File: config.mk
export PLATFORM = sky130hd
export DESIGN_NAME = data_mem_controller
export DESIGN_NICKNAME = d
export VERILOG_FILES = /design/src/rtl/data_mem_controller_pkg.sv /design/src/rtl/data_mem_controller_load_unit.sv /design/src/rtl/data_mem_controller.sv
export SDC_FILE = /design/constraint.sdc
export NUM_CORES = 1
export LEC_CHECK = 0
export BUFFER_PORTS_ARGS = -buffer_cell sky130_fd_sc_hd__buf_4
export CAP_MARGIN = 5
export CORE_MARGIN = 2
export CORE_UTILIZATION = 40
export DETAILED_ROUTE_END_ITERATION = 8
export GPL_ROUTABILITY_DRIVEN = 0
export PLACE_DENSITY = 0.74
export SYNTH_ARGS = -nofsm -noshare
export SYNTH_HDL_FRONTEND = slang
export SYNTH_SLANG_ARGS = --single-unit
File: constraint.sdc
create_clock -name clk_i -period 2.3 [get_ports clk_i]
set_clock_uncertainty 0.05 [all_clocks]
set_input_delay 0.575 -clock clk_i [delete_from_list [all_inputs] [get_ports clk_i]]
set_output_delay 0.575 -clock clk_i [all_outputs]
set_load 0.02 [all_outputs]
File: src/rtl/data_mem_controller_pkg.sv
// data_mem_controller_pkg: size/state encodings, timeout default and lane helpers shared by the controller.
package data_mem_controller_pkg;
  localparam logic [1:0] SZ_BYTE = 2'b00;
  localparam logic [1:0] SZ_HALF = 2'b01;
  localparam logic [1:0] SZ_WORD = 2'b10;
  localparam int unsigned TIMEOUT_DEFAULT = 255;
  typedef enum logic [1:0] {S_IDLE, S_REQ, S_WAIT, S_RESP} state_e;
  // Byte offset of the access inside the word; sizes only honour their natural alignment bits.
  function automatic logic [1:0] lane_off(input logic [1:0] sz, input logic [1:0] a);
    return sz == SZ_BYTE ? a : sz == SZ_HALF ? {a[1], 1'b0} : 2'b00;
  endfunction
  function automatic logic [3:0] lane_strb(input logic [1:0] sz, input logic [1:0] a);
    return sz == SZ_BYTE ? 4'b0001 << a : sz == SZ_HALF ? 4'b0011 << {a[1], 1'b0} : 4'b1111;
  endfunction
  function automatic logic [31:0] lane_wdata(input logic [1:0] sz, input logic [31:0] d);
    return sz == SZ_BYTE ? {4{d[7:0]}} : sz == SZ_HALF ? {2{d[15:0]}} : d;
  endfunction
  function automatic logic is_misaligned(input logic [1:0] sz, input logic [1:0] a);
    return sz == SZ_BYTE ? 1'b0 : sz == SZ_HALF ? a[0] : |a;
  endfunction
endpackage

File: src/rtl/data_mem_controller_load_unit.sv
// data_mem_controller_load_unit: sign/zero-extends lane-shifted load data by access size.
module data_mem_controller_load_unit
  import data_mem_controller_pkg::*;
(
  input  logic [31:0] data_i,
  input  logic [1:0]  size_i,
  input  logic        unsigned_i,
  output logic [31:0] data_o
);
  logic byte_sign, half_sign;
  assign byte_sign = data_i[7] & ~unsigned_i;
  assign half_sign = data_i[15] & ~unsigned_i;
  assign data_o = size_i == SZ_BYTE ? {{24{byte_sign}}, data_i[7:0]} :
                  size_i == SZ_HALF ? {{16{half_sign}}, data_i[15:0]} : data_i;
endmodule

File: src/rtl/data_mem_controller.sv
// data_mem_controller: single-outstanding load/store sequencer for the data-memory bus.
// Optional MISALIGN_TRAP_EN: trap misaligned half/word accesses instead of issuing them.
module data_mem_controller
  import data_mem_controller_pkg::*;
#(
  parameter int unsigned TIMEOUT_CYCLES = TIMEOUT_DEFAULT
) (
  input  logic        clk_i,
  input  logic        rst_ni,
  input  logic        req_valid_i,
  output logic        req_ready_o,
  input  logic        req_write_i,
  input  logic [31:0] req_addr_i,
  input  logic [31:0] req_wdata_i,
  input  logic [1:0]  req_size_i,
  input  logic        req_unsigned_i,
  output logic        mem_req_o,
  input  logic        mem_gnt_i,
  output logic        mem_we_o,
  output logic [31:0] mem_addr_o,
  output logic [31:0] mem_wdata_o,
  output logic [3:0]  mem_wstrb_o,
  input  logic        mem_rvalid_i,
  input  logic [31:0] mem_rdata_i,
  output logic        rsp_valid_o,
  output logic [31:0] rsp_rdata_o,
  output logic        rsp_error_o,
  output logic        rsp_misaligned_o
);
  localparam logic [7:0] TO_LAST = 8'(TIMEOUT_CYCLES - 1);
  state_e      state_q;
  logic        write_q, uns_q, mem_req_q, mem_we_q, rsp_valid_q, rsp_error_q, rsp_mis_q;
  logic [1:0]  size_q, off_q;
  logic [7:0]  cnt_q;
  logic [31:0] mem_addr_q, mem_wdata_q, rsp_rdata_q, ld_shift, ld_ext;
  logic [3:0]  mem_wstrb_q;
  logic        trap_d;
  assign ld_shift = mem_rdata_i >> {off_q, 3'b000};
  data_mem_controller_load_unit u_load (
    .data_i    (ld_shift),
    .size_i    (size_q),
    .unsigned_i(uns_q),
    .data_o    (ld_ext)
  );
`ifdef MISALIGN_TRAP_EN
  assign trap_d = is_misaligned(req_size_i, req_addr_i[1:0]);
`else
  assign trap_d = 1'b0;
`endif
  always_ff @(posedge clk_i or negedge rst_ni) begin
    if (!rst_ni) begin
      state_q     <= S_IDLE;
      write_q     <= 1'b0;
      uns_q       <= 1'b0;
      size_q      <= SZ_BYTE;
      off_q       <= 2'b00;
      cnt_q       <= 8'd0;
      mem_req_q   <= 1'b0;
      mem_we_q    <= 1'b0;
      mem_addr_q  <= '0;
      mem_wdata_q <= '0;
      mem_wstrb_q <= '0;
      rsp_valid_q <= 1'b0;
      rsp_error_q <= 1'b0;
      rsp_mis_q   <= 1'b0;
      rsp_rdata_q <= '0;
    end else begin
      case (state_q)
        S_IDLE: if (req_valid_i) begin
          write_q <= req_write_i;
          uns_q   <= req_unsigned_i;
          size_q  <= req_size_i;
          off_q   <= lane_off(req_size_i, req_addr_i[1:0]);
          if (trap_d) begin
            state_q     <= S_RESP;
            rsp_valid_q <= 1'b1;
            rsp_mis_q   <= 1'b1;
          end else begin
            state_q     <= S_REQ;
            mem_req_q   <= 1'b1;
            mem_we_q    <= req_write_i;
            mem_addr_q  <= {req_addr_i[31:2], 2'b00};
            mem_wdata_q <= lane_wdata(req_size_i, req_wdata_i);
            mem_wstrb_q <= req_write_i ? lane_strb(req_size_i, req_addr_i[1:0]) : 4'b0000;
          end
        end
        S_REQ: if (mem_gnt_i) begin
          state_q   <= S_WAIT;
          mem_req_q <= 1'b0;
          mem_we_q  <= 1'b0;
          cnt_q     <= 8'd0;
        end
        // A response arriving on the expiry cycle still completes the access cleanly.
        S_WAIT: if (mem_rvalid_i) begin
          state_q     <= S_RESP;
          rsp_valid_q <= 1'b1;
          rsp_rdata_q <= write_q ? 32'd0 : ld_ext;
        end else if (cnt_q == TO_LAST) begin
          state_q     <= S_RESP;
          rsp_valid_q <= 1'b1;
          rsp_error_q <= 1'b1;
        end else begin
          cnt_q <= cnt_q + 8'd1;
        end
        default: begin
          state_q     <= S_IDLE;
          rsp_valid_q <= 1'b0;
          rsp_error_q <= 1'b0;
          rsp_mis_q   <= 1'b0;
          rsp_rdata_q <= '0;
        end
      endcase
    end
  end
  assign req_ready_o      = state_q == S_IDLE;
  assign mem_req_o        = mem_req_q;
  assign mem_we_o         = mem_we_q;
  assign mem_addr_o       = mem_addr_q;
  assign mem_wdata_o      = mem_wdata_q;
  assign mem_wstrb_o      = mem_wstrb_q;
  assign rsp_valid_o      = rsp_valid_q;
  assign rsp_rdata_o      = rsp_rdata_q;
  assign rsp_error_o      = rsp_error_q;
  assign rsp_misaligned_o = rsp_mis_q;
endmodule

## Yosys cells after proc, flatten, opt, wreduce, memory -nomap -nowiden

Cells that the tools add are included.

| storage, ports and cells | value |
|---|---|
| bits in registers | 118 |
| bits in latches | 0 |
| bits in writable memories | 0 |
| memory bits (read-only) | 0 |
| logic and storage cells | 78 |
| memories kept | 0 |

| operators by class | value |
|---|---|
| add/sub/neg operators | 1 |
| $mul | 0 |
| divide/modulo/power cells | 0 |
| $lt $le $gt $ge | 0 |
| equality and inequality tests | 12 |
| shifts and indexed selects | 3 |
| muxes and demuxes | 31 |
| bitwise operators | 4 |
| reductions and logical operators | 13 |

Operators with widths:

| kind | count |
|---|---|
| $mux 32 | 6 |
| $pmux 32 s2 | 1 |
| $shr 32x5->32 | 1 |
| $mux 8 | 3 |
| $pmux 8 s2 | 1 |
| $mux 2 | 6 |
| $mux 4 | 3 |
| $ne 2x2->1 const B | 6 |
| $reduce_and 3->1 | 3 |
| $add 8x1->8 const B | 1 |
| $eq 8x8->1 const B | 1 |
| $pmux 1 s2 | 4 |
| $eq 2x1->1 const B | 3 |
| $logic_not 2->1 | 3 |
| $mux 1 | 6 |
| $pmux 2 s3 | 1 |
| $reduce_and 2->1 | 3 |
| $reduce_and 4->1 | 1 |
| $reduce_bool 2->1 | 2 |
| $shl 1x2->4 const A | 1 |
| $shl 2x2->4 const A | 1 |
| $ne 3x3->1 const B | 1 |
| $and 1x1->1 | 2 |
| $eq 2x2->1 const B | 1 |
| 2 further kinds | 3 |

## Depth between registers and ports, before layout

Gate-level depths: netlist of run 1.

| logic depth | value |
|---|---|
| depth after elaboration | 7 |
| depth in mapped cells | 8 |

## Modules after synthesis

From an unflattened synthesis of run 1, not the netlist that was laid out.

| second synthesis, totals | value |
|---|---|
| cell total of the unflattened synthesis | 634 |
| area, all modules | 6089.6 um^2 |

By module, submodules not included:

| module | instances | cells each | area each (um^2) | sequential area each (um^2) |
|---|---|---|---|---|
| data_mem_controller | 1 | 567 | 5725.5 | 2952.8 |
| data_mem_controller_load_unit | 1 | 67 | 364.1 | 0.0 |

## Worst setup path after synthesis of run 1

OpenSTA, ideal clock, no wires.

| timing | value |
|---|---|
| path kind | reg-to-reg |
| start | register state_q[0] |
| end | register rsp_rdata_q[24] (netlist: rsp_rdata_o[24]) |
| library setup time | 67 ps |
| arrival | 2163 ps |
| required time | 2183 ps |
| path slack | 20 ps |
| cell stages (with the launch flop) | 8 |
| buffers on the path | 2 |
| clock period less this slack | 2280 ps |
| cell sequence | dfrtp_1 > inv_1 > ha_1 > buf_6 > or4_4 > a2111oi_4 > buf_6 > a221o_1 |

| on the way | value |
|---|---|
| longest elaborated chain between the ends | 4 |
| elaborated cells between the ends (all ways) | 8 |
| classes of those cells | eq/ne: 3; mux: 1; bitwise: 1; reduce/logical: 3 |

RTL lines:

| what | line | RTL |
|---|---|---|
| start: declaration | data_mem_controller.sv:31 | `state_e state_q;` |
| start signal: assignment | data_mem_controller.sv:52 | `state_q <= S_IDLE;` |
| start signal: assignment | data_mem_controller.sv:75 | `state_q <= S_RESP;` |
| start signal: assignment | data_mem_controller.sv:79 | `state_q <= S_REQ;` |
| $logic_not 2->1 (*) | -- |  |
| net req_ready_o | data_mem_controller.sv:11 | `output logic req_ready_o,` |
| $reduce_or 2->1 (no line) (*) | -- |  |
| $not 1->1 (no line) | -- |  |
| $reduce_and 2->1 (no line) | -- |  |
| end signal: assignment | data_mem_controller.sv:97 | `rsp_rdata_q <= write_q ? 32'd0 : ld_ext;` |
| end: declaration | data_mem_controller.sv:35 | `logic [31:0] mem_addr_q, mem_wdata_q, rsp_rdata_q, ld_shift, ld_ext;` |

Mark *: on every way through the listed nets, which the timed path passes. The rest lies on a longest branch.
A chain may end at the register's enable or synchronous reset.

## Worst setup path after layout of run 1

| timing | value |
|---|---|
| start | register state_q[0] |
| end | register cnt_q[4] |

| on the way | value |
|---|---|
| longest elaborated chain between the ends | 3 |
| elaborated cells between the ends (all ways) | 8 |
| classes of those cells | eq/ne: 5; mux: 1; reduce/logical: 2 |

RTL lines:

| what | line | RTL |
|---|---|---|
| $eq 2x2->1 or $eq 2x1->1 (tied branches) | data_mem_controller.sv:68 | `case (state_q)` |
| $ne 2x2->1 (no line) or $reduce_bool 2->1 (tied branches) | -- |  |
| $reduce_and 4->1 (no line) | -- |  |
| end signal: assignment | data_mem_controller.sv:103 | `cnt_q <= cnt_q + 8'd1;` |
| end: declaration | data_mem_controller.sv:34 | `logic [7:0] cnt_q;` |

Several ways; a longest one is shown, not always the timed one.

==> results of run 1 <==
-- layout by cell type (no fill, tap or decap), types with 2 or more instances in the layout --
cell type	synthesis	routed
mux2i_1	41	41
nand2_1	49	48
nand4_1	2	2
nor2_1	28	28
conb_1	1	3
clkinvlp_4	0	3
a21oi_1	28	28
o31ai_1	4	4
clkbuf_16	0	17
clkbuf_1	19	3
a221o_1	16	16
buf_12	0	4
o211ai_1	2	2
a22o_1	9	9
clkbuf_8	0	2
nor2b_1	5	5
buf_4	3	223
or3_1	2	2
nand3_1	5	5
nor3_1	2	2
mux2_2	50	50
clkinv_2	0	4
o21ai_1	9	9
o21ai_0	43	43
dfrtp_1	118	118
ha_1	6	6
inv_1	7	7
or4_1	4	4
bufinv_16	0	2
nand2b_1	6	6
-- cells in the mapped netlist (5+ instances only) --
master and number:
nand3_1 5, nand2b_1 6, a22o_1 9, mux2i_1 41
inv_1 7, nor2b_1 5, dfrtp_1 118, o21ai_0 43
buf_2 5, a221o_1 16, nand2_1 49, nor2_1 28
o21ai_1 9, mux2_2 50, a21oi_1 28, ha_1 6
clkbuf_1 19
-- per-layer routing --
layer | up-vias | share of wire, %
li1 | 2172 | -
met4 | 0 | 2.3
met5 | - | 0
met2 | 174 | 50
met1 | 2247 | 39
met3 | 26 | 8.5
-- per-stage QoR --
step           instances  setup WS, ps  instance area [um2]  setup TNS (ps)  total power [mW]
6_report             889           156                 7890               0              11.1
5_1_grt              889          23.3                 7890               0              11.8
4_1_cts              889           142                 7890               0              11.3
3_5_place_dp         857          -132                 7300           -1810              8.65
3_3_place_gp         857         -26.5                 7300            -379              8.46
2_1_floorplan        487          20.3                 5490               0              6.39
-- final timing paths --
path	to	slack (ps)
setup / recovery	cnt_q[4]	160
min in group clk_i	mem_addr_o[28]	340
max in group asynchronous	rsp_error_o	1440
hold / removal	cnt_q[2]	70
setup reg to reg	cnt_q[4]	160
hold reg to reg	mem_wdata_o[10]	430
-- sequential cells by signal, summed over array words and instances (netlist names) --
| register | count |
|---|---|
| mem_wdata_o | 32 |
| rsp_rdata_o | 32 |
| mem_addr_o | 30 |
| cnt_q | 8 |
| mem_wstrb_o | 4 |
| off_q | 2 |
| size_q | 2 |
| state_q | 2 |
| mem_req_o | 1 |
| mem_we_o | 1 |
| rsp_error_o | 1 |
| rsp_valid_o | 1 |
| uns_q | 1 |
| write_q | 1 |
-- kinds of logic after synthesis --
family	Yosys count	synth area share (%)
compound gates	118	13.9
simple gates	110	9.15
mux	93	18.4
buf+inv	39	3.26
fa+ha+maj	6	1.37
flops	118	53.9
other cells	1	0.0684
-- power by group through the flow --
stage               combinational (mW)  clock, mW  sequential, mW
global placement                  4.94          0            3.53
finish                            5.03       2.54            3.57
CTS                               5.09       2.59            3.58
global route                      5.42       2.68            3.68
floorplan                         1.97          0            4.42
detailed placement                5.07          0            3.58
-- area by class of cell --
cell class	instances	area, um2
flip-flops and latches	118	2950
fillers	1089	5410
repair buffers	227	1750
multi-input cells	330	2370
clock buffers	22	464
well taps	176	220
clock inverters	9	103
inverters	7	26.3
==> summary.md, run 1 <==
| Metric | Value |
|---|---|
| CTS Sinks | 118 |
| Post-synth top area share | 53.9% |
| Critical Path Start | state_q[0] |
| Area leader, netlist | dfrtp_1 |
| Worst min-delay path class | in2async |
| CTS root buf | clkbuf_16 |
| Worst-margin pin slew | 786 ps |
| Core Area | 13300 um2 |
| P_int | 6.87 mW |
| Inserted Diodes | 0 |
| Total gr overflow | 0 |
| Reg2Reg Depth | 7 |
| 1st-iter DRT viols | 328 |
| CP Capture Type | register |
| Ports | 211 |
| Leakage Power | 3.82 nW |
| Bufs and invs on worst path | 2 |
| Met3 Track Usage GR | 8.22% |
| Setup-violating endpoint count in the final report | 0 |
| Die H | 121 um |
| Wire per inst | 17.3 um |
| Async SR Flop Fraction | 100% |
| Die Wd | 121 um |
| Cells after Synth | 485 |
| Delay-heaviest family, CP | simple AND/OR/NAND/NOR gates |
| Tmin final | 2140 ps |
| Cell Rows | 42 |
| Max-slew violations | 0 |
| Top cells by area, synth | dfrtp_1 (54%), mux2_2 (10%), mux2i_1 (7.5%) |
| Total GRT Usage | 21.7% |
| Cell area after synthesis | 5480 um2 |
| Met1 GRT Util | 24.7% |
| H-tree depth | 4 |
| WHS | 72.3 ps |
| Kind of critical path | reg2reg |
| Num CTS Buffers | 17 |
| Final wirelength | 15.4 mm |
| Full die area | 14700 um2 |
| Final hold vios | 0 |
| Post-route ant nets | 0 |
| CP Depth | 7 |
| Postcts setup bufs | 1 |
| Fraction of layout cells with a size suffix above 1 | 44.0% |
| Post-detail-place hpwl | 11.7 mm |
| DRC | 0 |
| Max-slew headroom | 47.6% |
| Hold-fix buffers at CTS | 0 |
| Switching pwr | 4.27 mW |
| CP Data Arrival Time | 2420 ps |
| Post-cts gate resize count | 0 |
| Clock slew at reported path FFs | 50 ps |
| First-pass GRT wire length | 24.7 mm |
| YS warnings | 0 |
| Area delta synth->final | 43.8% |
| Synth Register Bits | 118 |
| Yosys cell types | 43 |
| Vias in the first global route | 4927 |
| Maximum vdd ir drop | 0.816 mV |
| Initial antenna violation count | 0 |
| Met2 Track Usage GR | 36.4% |
| Clk_lat worst skew | 410 ps |
| Period utilization | 93.2% |
| Logic gate share of total power | 45.2% |
| Busiest layer in global routing | met2 |
| Worst stage delay on the critical path | 580 ps |
| Worst-path cell with the longest stage delay | or4_1 |
| Sequential share of power | 32.1% |
| Worst Setup Start Kind | register |
| Post-synthesis sequential area ratio | 53.9% |
| Pin count of the biggest net entering global routing | 59 |
| Main flop type after synthesis | dfrtp_1 |
| Pwr Density | 1410 nW/um2 |
| Syn Area/Cell | 11.3 um2 |
| DR vias/cell | 5.20 |
| Initial Util | 41.2% |
| TritonCTS clock tree | built |
| Crit-path cells | inv_1 > ha_1 > buf_4 > nand4_1 > o221ai_1 > or4_1 > a21oi_1 |
| Critical path peak fanout | 12 |
| Post-synth EDFFs | 0 |
| Status | finished clean |
| Clock power share | 22.8% |
| Clk buf depth | 2 |
| Max Freq | 0.466 GHz |
| Layout Nets | 812 |
| Reg2Reg Launch Point | state_q[0] |
| IO buf count | 207 |
| MaxCap Viol Count | 0 |
| Vias | 4619 |
| Net Sw Frac | 38.3% |
| Final Core Density | 59.3% |
| RSZ-0062 raised after global routing | no |
| Initial DRT Pass Iterations | 4 |
| Worst endpoint required time | 2580 ps |
No activity file was read; power rests on OpenSTA's default activity.
==> run 2, diff against run 1 <==
==> constraint.sdc (replaced) <==
create_clock -name clk_i -period 1.9 [get_ports clk_i]
set_clock_uncertainty 0.05 [all_clocks]
set_input_delay 0.475 -clock clk_i [delete_from_list [all_inputs] [get_ports clk_i]]
set_output_delay 0.475 -clock clk_i [all_outputs]
set_load 0.02 [all_outputs]
==> summary.md, run 2 (synthesis results as in run 1) <==
| Metric | Value |
|---|---|
| Status | finished, violations left |
| Failing checks | negative setup slack |
| MaxCap Viol Count | 0 (unchanged) |
| Post-route ant nets | 0 (unchanged) |
| Clk buf depth | 2 (unchanged) |
| Worst min-delay path class | in2async |
| Leakage Power | 3.99 nW (+4.3%) |
| Num CTS Buffers | 17 (unchanged) |
| Initial DRT Pass Iterations | 5 (+1) |
| CTS root buf | clkbuf_16 |
| DR vias/cell | 5.25 (+1.0%) |
| TritonCTS clock tree | built |
| Full die area | 14700 um2 (unchanged) |
| Vias | 4772 (+3.3%) |
| DRC | 0 (unchanged) |
| Max-slew headroom | 51.4% (+3.8 points) |
| Worst-path cell with the longest stage delay | or4_4 |
| Worst endpoint required time | 2190 ps (-390 ps) |
| Clock slew at reported path FFs | 50 ps (about the same) |
| Setup-violating endpoint count in the final report | 23 (+23) |
| Vias in the first global route | 4968 (+0.83%) |
| Pin count of the biggest net entering global routing | 72 (+22%) |
| Pwr Density | 1720 nW/um2 (+22%) |
| WHS | 8.57 ps (-63.7 ps) |
| Crit-path cells | buf_4 > ha_4 > nor2b_2 > or4_4 > or4_1 > nand2_1 |
| Critical path peak fanout | 4 (-8) |
| Total GRT Usage | 21.4% (-0.28 points) |
| CTS Sinks | 118 (unchanged) |
| H-tree depth | 4 (unchanged) |
| Sum Neg Setup Slack | -779 ps (-779 ps) |
| Initial antenna violation count | 0 (unchanged) |
| Wire per inst | 17.0 um (-2.1%) |
| Switching pwr | 5.26 mW (+23%) |
| Maximum vdd ir drop | 0.796 mV (-2.4%) |
| Tmin final | 1980 ps (-160 ps) |
| Clock power share | 23.6% (+0.8 points) |
| Commonest non-fill, non-tap cell in the layout | buf_4 |
| Sequential share of power | 30.3% (-1.8 points) |
| Final hold vios | 0 (unchanged) |
| Layout Nets | 833 (+2.6%) |
| CP Capture Type | register |
| Fraction of layout cells with a size suffix above 1 | 47.3% (+3.3 points) |
| IO buf count | 207 (unchanged) |
| Ports | 211 (unchanged) |
| RSZ-0062 raised after global routing | yes |
| Clk_lat worst skew | 410 ps (about the same) |
| First-pass GRT wire length | 24.5 mm (-0.56%) |
| Highest-count cells in the layout ignoring fill and taps | buf_4 (235), dfrtp_1 (117), mux2_2 (50) |
| Cell Rows | 42 (unchanged) |
| Net Sw Frac | 37.0% (-1.3 points) |
| Max Freq | 0.504 GHz (+8.0%) |
| Initial Util | 41.2% (unchanged) |
| Max-slew violations | 0 (unchanged) |
| Period utilization | 104% (+11 points) |
| Total gr overflow | 0 (unchanged) |
| Area delta synth->final | 50.6% |
| Worst stage delay on the critical path | 530 ps (-50 ps) |
| Die H | 121 um (unchanged) |
| CP Data Arrival Time | 2280 ps (-140 ps) |
| Final wirelength | 15.4 mm (+0.14%) |
| Kind of critical path | reg2reg |
| 1st-iter DRT viols | 312 (-4.9%) |
| Fillers | 1078 (-1.0%) |
| Inserted Diodes | 0 (unchanged) |
| Worst-margin pin slew | 726 ps (-59.8 ps) |
| Logic gate share of total power | 46.1% (+0.9 points) |
| Worst Setup Start Kind | register |
| Post-detail-place hpwl | 11.5 mm (-2.0%) |
| Core Area | 13300 um2 (unchanged) |
| P_int | 8.95 mW (+30%) |
| Setup WS post-layout | -84.7 ps (-240 ps) |
| Die Wd | 121 um (unchanged) |
-- run 2: cell types whose count changed in the layout (fill, tap and decap cells not counted), sizes merged --
cell	change
clkinvlp	-1
clkbuf	-1
buf	+21
bufinv	+2
clkinv	-1
-- run 2: stage by stage --
stage	setup slack (ps)	total power, mW	area [um2]	util [%]	cells
6_report	-84.7	14.2	8260	62.1	909
5_1_grt	-164	15.0	8260	62.1	909
4_1_cts	-82.4	14.3	8240	62.0	909
3_5_place_dp	-129	10.7	7510	56.5	872
3_3_place_gp	-58.9	10.5	7510	56.5	872
2_1_floorplan	-191	7.83	5540	-	487
-- run 2: metal layers --
layer / vias up / GRT usage, % / wire length, um
met5: - / 0 / 0
met4: 0 / 6.69 / 225
met3: 15 / 7.85 / 1520
met2: 216 / 35.7 / 7730
met1: 2327 / 25.8 / 5960
li1: 2214 / - / -
-- run 2: power groups by stage --
| stage | registers, mW | clock network (mW) | logic (mW) |
|---|---|---|---|
| after floorplan | 5.36 | 0 | 2.47 |
| after global placement | 4.28 | 0 | 6.21 |
| after detailed placement | 4.33 | 0 | 6.36 |
| after CTS | 4.31 | 3.42 | 6.58 |
| after global routing | 4.44 | 3.55 | 7.05 |
| final | 4.31 | 3.35 | 6.55 |
-- run 2: worst paths after layout --
check | from | depth (start not counted) | to | slack, ps
worst min-delay path | rst_ni | 2 | mem_addr_o[6] | 9
max in group asynchronous | rst_ni | 2 | mem_wdata_o[20] | 1430
worst max-delay path | state_q[0] | 6 | cnt_q[5] | -80
worst max register to register | state_q[0] | 6 | cnt_q[5] | -80
worst min register to register | mem_wdata_o[20] | 2 | mem_wdata_o[20] | 430
min in group clk_i | req_addr_i[8] | 2 | mem_addr_o[8] | 240
-- run 2: critical path: cells and delay by family (launching register included) --
| family | cells | cell delay [ps] |
|---|---|---|
| flip-flops | 1 | 400 |
| buffers and inverters | 1 | 150 |
| AND/OR/NAND/NOR | 4 | 1170 |
| adder cells (fa/ha/maj) | 1 | 160 |
-- run 2: repair_timing --
item,CTS,global route
pin swaps,8,8
gates resized for setup,10,5
hold buffers,0,0
setup buffers,7,0
cloned,0,0
endpoints found under the setup margin,27,30
-- run 2: final cells by class --
| type | count | area (um2) | share of cell area, % |
|---|---|---|---|
| multi-input cells | 330 | 2460 | 29.8 |
| clock buffers | 21 | 470 | 5.70 |
| flip-flops and latches | 118 | 2950 | 35.8 |
| clock inverters | 9 | 150 | 1.82 |
| well taps | 176 | 220 | 2.67 |
| inverters | 7 | 26.3 | 0.318 |
| repair buffers | 248 | 1980 | 24.0 |
==> run 3, diff against run 2 <==
--- a/config.mk
+++ b/config.mk
@@ -11,7 +11,8 @@
 export CORE_UTILIZATION = 40
 export DETAILED_ROUTE_END_ITERATION = 8
 export GPL_ROUTABILITY_DRIVEN = 0
-export PLACE_DENSITY = 0.74
+export PLACE_DENSITY = 0.73
 export SYNTH_ARGS = -nofsm -noshare
 export SYNTH_HDL_FRONTEND = slang
+export SYNTH_HIERARCHICAL = 1
 export SYNTH_SLANG_ARGS = --single-unit
==> summary.md, run 3 <==
| Metric | Value |
|---|---|
| Status | finished clean |
| Placed instance count | 1001 (+15%) |
| YS warnings | 6 (+6) |
| Total GRT Usage | 20.4% (-1.0 points) |
| Net Sw Frac | 41.2% (+4.2 points) |
| MaxCap Viol Count | 0 (unchanged) |
| Total gr overflow | 0 (unchanged) |
| RSZ-0062 raised after global routing | yes |
| Fraction of layout cells with a size suffix above 1 | 39.8% (-7.5 points) |
| Syn Area/Cell | 9.61 um2 (-15%) |
| Kind of critical path | reg2reg |
| DR vias/cell | 5.07 (-3.4%) |
| First-pass GRT wire length | 26.0 mm (+6.0%) |
| Clock power share | 21.2% (-2.4 points) |
| Die H | 127 um (+5.2%) |
| Clock slew at reported path FFs | 60 ps (about the same) |
| Maximum vdd ir drop | 1.10 mV (+38%) |
| Post-Layout Inst Area | 8540 um2 (+3.4%) |
| CP Data Arrival Time | 2090 ps (-190 ps) |
| Critical path peak fanout | 7 (+3) |
| IO buf count | 207 (unchanged) |
| Post-detail-place hpwl | 12.2 mm (+6.0%) |
| Pwr Density | 1800 nW/um2 (+4.3%) |
| Max-slew violations | 0 (unchanged) |
| Total power | 15.3 mW (+7.8%) |
| Metal2 WL | 8.15 mm (+5.5%) |
| DRT met1 WL | 6.71 mm (+13%) |
| H-tree depth | 4 (unchanged) |
| Post-synth top area share | 48.5% (-5.4 points) |
| Ports | 211 (unchanged) |
| CTS Sinks | 118 (unchanged) |
| Worst-path cell with the longest stage delay | dfrtp_1 |
| Worst endpoint required time | 2140 ps (-50 ps) |
| Worst stage delay on the critical path | 400 ps (-130 ps) |
| Post-route ant nets | 0 (unchanged) |
| TritonCTS clock tree | built |
| Cell area after synthesis | 6090 um2 (+11%) |
| Vias | 5257 (+10%) |
| Top cells by area, synth | dfrtp_1 (48%), nand2_1 (8.4%), mux2_2 (7.8%) |
| Final wirelength | 16.4 mm (+6.3%) |
| Inserted Diodes | 0 (unchanged) |
| Most used standard cell by instance count after synthesis | nand2_1 |
| DRC | 0 (unchanged) |
| Post-synthesis sequential area ratio | 48.5% (-5.4 points) |
| Initial Util | 40.5% (-0.73 points) |
| Tmin final | 1850 ps (-133 ps) |
| Non-Filler Instances | 1037 (+14%) |
| Main flop type after synthesis | dfrtp_1 |
| Logic gate share of total power | 49.4% (+3.3 points) |
| Area leader, netlist | dfrtp_1 |
| Post-synth EDFFs | 0 (unchanged) |
| Core Area | 15000 um2 (+13%) |
| Worst Setup Start Kind | register |
| CTS root buf | clkbuf_16 |
| Layout Nets | 947 (+14%) |
| Worst slack at placement | -55.2 ps (+73.6 ps) |
| Commonest cells in the synthesized netlist | nand2_1 (136), dfrtp_1 (118), o21ai_0 (91) |
| Area delta synth->final | 40.2% |
| Yosys cell types | 49 (+14%) |
| Max Freq | 0.540 GHz (+7.2%) |
| Top layer reached by signal wires | met4 |
| Wire per inst | 15.8 um (-6.8%) |
| Detail Route met3 WL | 1.32 mm (-13%) |
| Vias in the first global route | 5204 (+4.8%) |
| Sequential share of power | 29.4% (-0.9 points) |
| 1st-iter DRT viols | 256 (-18%) |
| CP Capture Type | register |
| Num CTS Buffers | 17 (unchanged) |
| Period utilization | 97.5% (-7.0 points) |
| Fillers | 1340 (+24%) |
| Highest-count cells in the layout ignoring fill and taps | buf_4 (229), nand2_1 (130), dfrtp_1 (116) |
| Clk_lat worst skew | 410 ps (about the same) |
| Leakage Power | 4.07 nW (+2.1%) |
| Initial DRT Pass Iterations | 4 (-1) |
| Worst min-delay path class | in2reg |
| Die Wd | 127 um (+5.2%) |
| Setup-violating endpoint count in the final report | 0 (-100%) |
| Initial antenna violation count | 0 (unchanged) |
| Switching pwr | 6.32 mW (+20%) |
| Pin count of the biggest net entering global routing | 65 (-9.7%) |
| Delay-heaviest family, CP | compound AO/OA/AOI/OAI gates |
| DP Area | 7870 um2 (+4.7%) |
| Crit-path cells | inv_1 > ha_2 > and2b_4 > nand4_1 > a22o_1 > a211o_1 |
| Async SR Flop Fraction | 100% (unchanged) |
| Synth Register Bits | 118 (unchanged) |
| Commonest non-fill, non-tap cell in the layout | buf_4 |
| Cell Rows | 45 (+7.1%) |
| Clk buf depth | 2 (unchanged) |
| Setup WS post-layout | 47.8 ps (+133 ps) |
| Cells after Synth | 634 (+31%) |
| Final hold vios | 0 (unchanged) |
| Full die area | 16200 um2 (+11%) |
| P_int | 9.00 mW (+0.61%) |
| Bufs and invs on worst path | 1 (unchanged) |
| WHS | 200 ps (+192 ps) |
[run 3: changes by cell type in the layout (fill, tap and decap cells not counted), sizes merged, moves of 8 or more]
cell | before | now
nor2b | 5 | 13
and2 | 0 | 9
nand2 | 50 | 136
a221o | 16 | 0
mux2 | 51 | 43
a211oi | 0 | 9
buf | 248 | 235
a21oi | 29 | 21
o21ai | 52 | 100
[run 3: repair_timing]
item                                   in CTS  in global routing
gates resized for setup                     2                 14
hold buffers                                1                  0
pin swaps                                   0                  3
buffers inserted                            0                  3
setup endpoints to repair                   1                 23
endpoints found under the hold margin      15                  0
[run 3: per-stage QoR]
step	TNS, ps	utilization, %
3_5_place_dp	-219	52.3
4_1_cts	0	56.4
3_3_place_gp	0	52.3
2_1_floorplan	-117	-
5_1_grt	-54.1	56.8
6_report	0	56.8
[run 3: cell type report]
| type | count | area, um2 | area share [%] |
|---|---|---|---|
| Clock inverter | 15 | 168 | 1.96 |
| Tap cell | 188 | 235 | 2.76 |
| Inverter | 7 | 26.3 | 0.308 |
| Multi-Input combinational cell | 456 | 2880 | 33.7 |
| Timing Repair Buffer | 236 | 1850 | 21.7 |
| Clock buffer | 17 | 425 | 4.98 |
| Sequential cell | 118 | 2960 | 34.6 |
[run 3: per-layer routing]
| layer | track usage [%] | vias to the layer above |
|---|---|---|
| li1 | - | 2570 |
| met5 | 0 | - |
| met3 | 6.87 | 16 |
| met1 | 24.5 | 2490 |
| met2 | 34.3 | 181 |
| met4 | 7.11 | 0 |
[run 3: path summary, 6_finish.rpt]
kind | slack, ps | to | cells after the start | startpoint
setup / recovery | 50 | cnt_q[7] | 6 | state_q[0]
hold / removal | 200 | cnt_q[1] | 2 | mem_gnt_i
setup reg to reg | 50 | cnt_q[7] | 6 | state_q[0]
hold reg to reg | 430 | mem_wdata_o[26] | 2 | mem_wdata_o[26]
max in group asynchronous | 820 | off_q[1] | 3 | rst_ni
min in group asynchronous | 440 | mem_req_o | 2 | rst_ni
[run 3: cells by family after synthesis]
| kind of cell | count (synthesis) | share of synthesized area [%] |
|---|---|---|
| AOI/OAI and AO/OA | 148 | 14.1 |
| muxes | 88 | 15.6 |
| and+or+nand+nor | 211 | 15.1 |
| buffers and inverters | 62 | 5.36 |
| other | 1 | 0.0616 |
| DFF | 118 | 48.5 |
| adders and majority gates | 6 | 1.23 |
[run 3: power groups by stage]
stage | combinational [mW] | sequential, mW | clock (mW)
after floorplan | 3.50 | 5.61 | 0
after global placement | 7.37 | 4.48 | 0
after detailed placement | 7.46 | 4.53 | 0
after CTS | 7.50 | 4.51 | 3.31
after global routing | 8.24 | 4.67 | 3.42
final | 7.57 | 4.50 | 3.25
[run 3: worst register-to-register path, stage by stage (launching register included)]
cell	delay [ps]
dfrtp_1	400
inv_1	150
ha_2	280
and2b_4	200
nand4_1	150
a22o_1	210
a211o_1	290
